$ cat src/rtl/weights_loader_pkg.sv
// Shared constants and FSM encoding for the kernel weights loader.
// Defaults mirror the CNN-wide kernel geometry and the 5-bit weights ROM address.
package weights_loader_pkg;

  localparam int CNN_PARA_WIDTH     = 16;
  localparam int CNN_KERNEL_SIZE    = 25;
  localparam int CNN_ROM_ADDR_WIDTH = 5;

  typedef enum logic [1:0] {
    ST_IDLE  = 2'd0,
    ST_READ  = 2'd1,
    ST_DRAIN = 2'd2,
    ST_DONE  = 2'd3
  } wl_state_e;

endpackage

$ cat src/rtl/weights_loader.sv
// Walks the weights ROM once per accepted start, absorbs its 1-cycle read latency
// and assembles the returned words into a flattened kernel bank for the PE.
module weights_loader
  import weights_loader_pkg::*;
#(
  parameter int KSIZE = CNN_KERNEL_SIZE,
  parameter int PW    = CNN_PARA_WIDTH,
  parameter int AW    = CNN_ROM_ADDR_WIDTH
) (
  input  logic                clk,
  input  logic                rst_n,
  input  logic                start,
  output logic                busy,
  output logic                rom_r_en,
  output logic [AW-1:0]       rom_raddr,
  input  logic [PW-1:0]       rom_dout,
  output logic [KSIZE*PW-1:0] kernel_flat,
  output logic                kernel_valid
);

  localparam int                WIDX_W    = $clog2(KSIZE + 1);
  localparam logic [AW-1:0]     LAST_ADDR = AW'(KSIZE - 1);
  localparam logic [WIDX_W-1:0] LAST_WIDX = WIDX_W'(KSIZE - 1);

  wl_state_e         state_q;
  wl_state_e         state_d;
  logic              accept;
  logic [AW-1:0]     cnt_q;
  logic [WIDX_W-1:0] widx_q;
  logic              rd_vld_q;
  logic [PW-1:0]     kernel_q [KSIZE];

  // NOTE: every variable gets a default before the case so no path leaves it
  // unassigned; otherwise synthesis infers a latch.
  always_comb begin
    state_d = state_q;
    accept  = 1'b0;
    unique case (state_q)
      ST_IDLE, ST_DONE: begin
        if (start) begin
          state_d = ST_READ;
          accept  = 1'b1;
        end
      end
      ST_READ: begin
        if (cnt_q == LAST_ADDR) state_d = ST_DRAIN;
      end
      // The last word is captured at the end of the cycle in which it is in
      // flight, so DONE and the final capture land on the same edge.
      ST_DRAIN: begin
        if (rd_vld_q && (widx_q == LAST_WIDX)) state_d = ST_DONE;
      end
      default: state_d = ST_IDLE;
    endcase
  end

  // NOTE: sequential state uses non-blocking assignment so every register
  // samples pre-edge values regardless of process evaluation order.
  always_ff @(posedge clk) begin
    if (!rst_n) state_q <= ST_IDLE;
    else        state_q <= state_d;
  end

  always_ff @(posedge clk) begin
    if (!rst_n) begin
      rom_r_en     <= 1'b0;
      rom_raddr    <= '0;
      cnt_q        <= '0;
      rd_vld_q     <= 1'b0;
      widx_q       <= '0;
      busy         <= 1'b0;
      kernel_valid <= 1'b0;
    end else begin
      rom_r_en <= (state_q == ST_READ);
      rd_vld_q <= rom_r_en;
      if (state_q == ST_READ) begin
        rom_raddr <= cnt_q;
        cnt_q     <= cnt_q + AW'(1);
      end
      if (accept) begin
        cnt_q  <= '0;
        widx_q <= '0;
      end else if (rd_vld_q) begin
        widx_q <= widx_q + WIDX_W'(1);
      end
      busy         <= (state_d == ST_READ) || (state_d == ST_DRAIN);
      kernel_valid <= (state_d == ST_DONE);
    end
  end

  // NOTE: the bank is a register array, not a RAM, so it can be cleared on
  // reset; this keeps a stale kernel from surviving an aborted load.
  always_ff @(posedge clk) begin
    if (!rst_n) begin
      for (int i = 0; i < KSIZE; i++) kernel_q[i] <= '0;
    end else if (rd_vld_q) begin
      for (int i = 0; i < KSIZE; i++) begin
        if (widx_q == WIDX_W'(i)) kernel_q[i] <= rom_dout;
      end
    end
  end

  for (genvar g = 0; g < KSIZE; g++) begin : g_flat
    assign kernel_flat[g*PW +: PW] = kernel_q[g];
  end

endmodule

$ cat config.mk
export PLATFORM = sky130hd
export DESIGN_NAME = weights_loader
export DESIGN_NICKNAME = d
export VERILOG_FILES = /design/src/rtl/weights_loader_pkg.sv /design/src/rtl/weights_loader.sv
export SDC_FILE = /design/constraint.sdc
export NUM_CORES = 1
export LEC_CHECK = 0
export ABC_AREA = 1
export CAP_MARGIN = 40
export CORE_UTILIZATION = 43
export CTS_CLUSTER_DIAMETER = 30
export DETAILED_ROUTE_END_ITERATION = 10
export GPL_TIMING_DRIVEN = 1
export PLACE_DENSITY = 0.81
export SLEW_MARGIN = 20
export SYNTH_ARGS = -nofsm -noshare
export SYNTH_HDL_FRONTEND = slang
export SYNTH_SLANG_ARGS = --single-unit
$ cat constraint.sdc
create_clock -name clk -period 2.58 [get_ports clk]
set_input_delay 0.387 -clock clk [delete_from_list [all_inputs] [get_ports clk]]
set_output_delay 0.387 -clock clk [all_outputs]
set_load 0.01 [all_outputs]
==> results of run 1 <==
-- power by group --
part	internal (W)	total (W)	leakage [nW]	switching, W
Sequential	0.00782	0.00794	4.24	0.000125
Clock	0.00615	0.00959	1.22	0.00343
Combinational	0.000611	0.00134	2.95	0.000729
Total	0.0146	0.0189	8.40	0.00429
-- through the flow --
stage / util / std cells / cell area (um^2) / worst slack [ns] / power [W]
floorplan: - / 980 / 14800 / 0.179 / 0.00848
global placement: 0.587 / 1853 / 19800 / 0.447 / 0.00937
detailed placement: 0.588 / 1857 / 19800 / 0.390 / 0.00940
CTS: 0.662 / 1991 / 22300 / 0.378 / 0.0190
global route: 0.662 / 1991 / 22300 / 0.201 / 0.0194
finish: 0.662 / 1991 / 22300 / 0.350 / 0.0189
-- final timing paths --
path	endpoint	from	slack, ns
hold reg to reg	rd_vld_q	rom_r_en	0.48
hold / removal	rd_vld_q	rom_r_en	0.48
setup / recovery	kernel_q[0][5]	rd_vld_q	0.35
setup reg to reg	kernel_q[0][5]	rd_vld_q	0.35
-- logic make-up after synthesis --
group / after synthesis / share of synthesized area
AOI/OAI and AO/OA: 35 / 0.0123
DFF: 421 / 0.842
buffers and inverters: 119 / 0.0334
and+or+nand+nor: 394 / 0.103
adders and majority gates: 11 / 0.00932
-- sequential cells by signal, summed over array words and instances, names as in the netlist --
signal and cells:
rom_r_en 1, busy 1, rd_vld_q 1, kernel_valid 1
widx_q 5, kernel_q 400, state_q 2, cnt_q 5
rom_raddr 5
-- worst max-delay path, delay by kind of cell (launching register included) --
| kind | cells | cell delay, ns |
|---|---|---|
| AND/OR/NAND/NOR | 4 | 1.09 |
| buffers and inverters | 2 | 0.31 |
| flip-flops | 1 | 0.45 |
-- final cells by class --
class,instances,area share
Sequential cell,421,0.557
Timing Repair Buffer,472,0.209
Clock inverter,55,0.0277
Multi-Input combinational cell,440,0.0845
Clock buffer,79,0.0838
Inverter,76,0.0128
Tap cell,448,0.0251
-- metal layers --
metal,share of wire,vias up,GRT usage
met5,0,-,0
met4,0.036,0,0.110
met3,0.099,103,0.0812
met2,0.50,633,0.434
met1,0.36,4841,0.297
li1,-,4388,-
-- Yosys cell counts --
cell type  instances
a21oi_1           13
nand2_1           66
edfxtp_1         400
nand4_1            4
nand4_2            2
buf_4              1
dfxtp_1           21
inv_1             60
nor2_4             2
a31oi_1            1
nand3_1            2
o21ai_0           19
inv_2             16
buf_2             34
clkbuf_1           7
nor2_1           317
o21a_1             1
a211oi_1           1
buf_1              1
ha_1              11
nor3_1             1
==> results.yml, run 1 <==
timing:
  finalClockSkew_ns: 0.0227
  rsz0062_at_grt: "no"
  drv_slew: 0
  worst_pin_slew_ns: 0.724
  max-slew-margin-rel: 0.516
  fmax_mhz: 448
  hold_slack_ns: 0.483
  finalCriticalPeriod_ns: 2.23
  final-hold-violation-count: 0
  finalSetupViolations: 0
  period_share: 0.864
  tns_ns: 0
yosys:
  synth-seq-cells: 421
  yosys.area.top_type: "edfxtp_1"
  yosysSeqAreaShare: 0.842
  syn_area_um2: 14800
  synth_top_area_frac: 0.813
  synth.area.top_cells: "edfxtp_1 (81%), nor2_1 (8.1%), dfxtp_1 (2.8%), nand2_1 (1.7%), inv_1 (1.5%)"
  syn_area_per_cell_um2: 15.1
  syn-num-nets: 1010
  netlist_instances: 980
  ys_types: 21
  synth_warnings: 0
clocking:
  cts_resized: 0
  clk_pin_slew_ns: 0.05
  cts_setup_buffers: 0
  clock_latency_ns: 0.59
  cts_hold_buffers: 0
  cts_tree: "yes"
  h-tree-depth: 3
  cts_sinks: 421
  cts-root-buf: "clkbuf_16"
  cts_buffers: 73
  clockBufferDepth: 3
final_layout:
  layout_commonest_cell: "clkdlybuf4s50_1"
  post_route_cells_drive_above_1_share: 0.128
  fillers: 2220
  nNetsFinal: 1514
  final_cell_mix: "clkdlybuf4s50_1 (425), edfxtp_1 (400), nor2_1 (317)"
  n_antenna_cell: 0
  seq_area_um2: 12400
  multi_input_area_um2: 1890
  synthToLayoutAreaGrowth_pct: 51.1
placement:
  io_buffers: 426
  gp_congestion: 0.817
  hpwl_mm: 30.5
drt:
  drt_iter0_drc: 873
  ant_nets: 0
  routed_wirelength_mm: 45.1
  wl_per_cell_um: 22.6
  drtPass1Iterations: 7
  num_vias: 9965
  via_per_inst: 5.01
  drc: 0
power:
  power_density_nw_per_um2: 846
  leakagePower_nw: 8.40
  peakVddDrop_uv: 555
grt:
  grt_max_degree: 28
  grt_pass1_wl_mm: 64.2
  grt-ovfl-total: 0
  grt_pass1_vias: 9910
  gr-usage-all-layers: 0.255
  antenna_found_initial: 0
floorplanning:
  die_area_um2: 35100
  die_x_um: 187
  num_io_pins: 427
  die_h_um: 187
  rows: 67
  core_area_um2: 33700
  initial_core_util: 0.438
worst_hold_path:
  hold_path.class: "reg2reg"
  hold-path-cell-count: 2
critical_path:
  slowest_stage: "nand2_1"
  cp.required_ns: 2.78
  reg2regPathDepth: 6
  worstSetupPathType: "reg2reg"
  cp_max_fo: 17
  cp-start-kind: "flip-flop"
  path_cells: "inv_2 -> nor2_4 -> nand2_1 -> nor2_1 -> inv_2 -> nand2_1"
  worstPathArrival_ns: 2.43
  end_kind: "flip-flop"
  cp_slowest_stage_delay_ns: 0.52
run:
  drv_cap: 0
outcome:
  status: "completed"
Power figures use the tool's default switching activity.
==> run 2, diff against run 1 <==
Settings changed: CAP_MARGIN 40 to not set.
==> run 2 against run 1 <==
Compared with the run above: utilization up 0.056 points; power up 1.5%; routed wire length up 0.12%.
==> results.yml, run 2 (synthesized netlist as in run 1, its figures left out) <==
timing:
  rsz0062_at_grt: "no"
  finalClockSkew_ns: 0.0197
  fmax_mhz: 453
  period_share: 0.856
  worst_pin_slew_ns: 1.03
  finalCriticalPeriod_ns: 2.21
  finalSetupViolations: 0
  max-slew-margin-rel: 0.313
  final-hold-violation-count: 0
  timing.final.ws_setup_ns: 0.372
  drv_slew: 0
  tns_ns: 0
critical_path:
  cp-startpoint: "widx_q[1]"
  slowest_stage: "nand2_1"
  end_kind: "flip-flop"
  reg2reg_setup_slack_ns: 0.37
  rr_startpoint: "widx_q[1]"
  cp-endpoint: "kernel_q[0][114]"
  r2r-end: "kernel_q[0][114]"
  cp-start-kind: "flip-flop"
  path_cells: "ha_1 -> nand2_1 -> nor2_1 -> inv_1 -> nor2_1 -> inv_2 -> nand2_1"
  worstPathArrival_ns: 2.39
  cp_max_fo: 17
  reg2regPathDepth: 7
  cp_slowest_stage_delay_ns: 0.53
  worstSetupPathType: "reg2reg"
  cp.required_ns: 2.77
grt:
  grt_max_degree: 28
  grt_pass1_vias: 10000
  gr-usage-all-layers: 0.257
  grt-ovfl-total: 0
  antenna_found_initial: 0
  grt_pass1_wl_mm: 64.7
power:
  leakagePower_nw: 8.39
  sequentialPowerShare: 0.415
  p_clk_frac: 0.516
  peakVddDrop_uv: 853
  p_comb_frac: 0.070
  power_density_nw_per_um2: 857
  p_int_w: 0.0149
  switchingPower_w: 0.00427
  p_sw_frac: 0.223
floorplanning:
  core_area_um2: 33700
  die_area_um2: 35100
  rows: 67
  die_h_um: 187
  num_io_pins: 427
  die_x_um: 187
  initial_core_util: 0.438
drt:
  routed_wirelength_mm: 45.1
  num_vias: 9953
  wl_per_cell_um: 22.7
  ant_nets: 0
  drtPass1Iterations: 7
  drc: 0
  drt_iter0_drc: 851
  via_per_inst: 5.01
placement:
  placed_cell_area_um2: 19800
  gp_congestion: 0.817
  dp.cells: 1853
  hpwl_mm: 30.3
  io_buffers: 426
  dp_slack_ns: 0.390
clocking:
  cts_setup_buffers: 0
  h-tree-depth: 3
  cts_resized: 0
  cts-root-buf: "clkbuf_16"
  clockBufferDepth: 3
  cts_hold_buffers: 0
  cts_tree: "yes"
  clock_latency_ns: 0.58
  clk_pin_slew_ns: 0.04
  cts_sinks: 421
  cts_buffers: 74
final_layout:
  post_route_cells_drive_above_1_share: 0.127
  nNetsFinal: 1511
  final_cell_mix: "clkdlybuf4s50_1 (425), edfxtp_1 (400), nor2_1 (317)"
  n_antenna_cell: 0
  stdcell_count: 1988
  largest_register: "kernel_q"
  final_util: 0.663
  largest_reg_flops: 400
  layout_commonest_cell: "clkdlybuf4s50_1"
  finalInstanceArea_um2: 22300
  synthToLayoutAreaGrowth_pct: 51.2
outcome:
  status: "completed"
worst_hold_path:
  hold_path.class: "reg2reg"
  hold-path-cell-count: 2
run:
  drv_cap: 0
==> run 2: changes by cell type in the layout (fill, tap and decap cells not counted), moves of 3 or more <==
cell	change
clkinv_4	-3
buf_6	-4
clkinvlp_4	+5
bufinv_16	+3
clkinv_2	-4
==> run 2: power groups by stage <==
stage | clock network [W] | logic (W) | registers, W
finish | 0.00987 | 0.00133 | 0.00794
CTS | 0.00996 | 0.00134 | 0.00794
detailed placement | 0 | 0.00133 | 0.00807
floorplan | 0 | 0.000271 | 0.00821
global placement | 0 | 0.00131 | 0.00806
global route | 0.0103 | 0.00140 | 0.00796
==> run 2: layer usage <==
metal,vias up,routed length [um],global-route usage
li1,4382,-,-
met1,4875,16300,0.298
met2,593,22800,0.437
met3,103,4310,0.0794
met4,0,1670,0.115
met5,-,0,0
==> run 2: final cells by class <==
cell class	count	area, um^2
fillers	2265	11400
clock buffers	78	1880
flip-flops and latches	421	12400
clock inverters	57	676
inverters	76	285
well taps	448	561
repair buffers	468	4610
multi-input cells	440	1890
==> run 2: how the worst min path moves through the flow <==
stage,startpoint,slack (ns),end
3_3_place_gp,rom_r_en,0.46,rd_vld_q
2_1_floorplan,cnt_q[4],0.45,cnt_q[4]
3_5_place_dp,rom_r_en,0.47,rd_vld_q
6_report,rom_r_en,0.48,rd_vld_q
5_1_grt,rom_r_en,0.50,rd_vld_q
4_1_cts,rom_r_en,0.48,rd_vld_q
==> run 2: through the flow <==
step | hold slack, ns | total power [W]
final | 0.478 | 0.0191
after global routing | 0.499 | 0.0197
after CTS | 0.483 | 0.0192
after detailed placement | 0.473 | 0.00940
after global placement | 0.462 | 0.00937
after floorplan | 0.452 | 0.00848
==> run 2: critical path: cells and delay by family, from the launching register on <==
kind	cells	cell delay, ns
AND/OR/NAND/NOR	4	0.93
flip-flops	1	0.43
buffers and inverters	2	0.26
adder cells (fa/ha/maj)	1	0.21
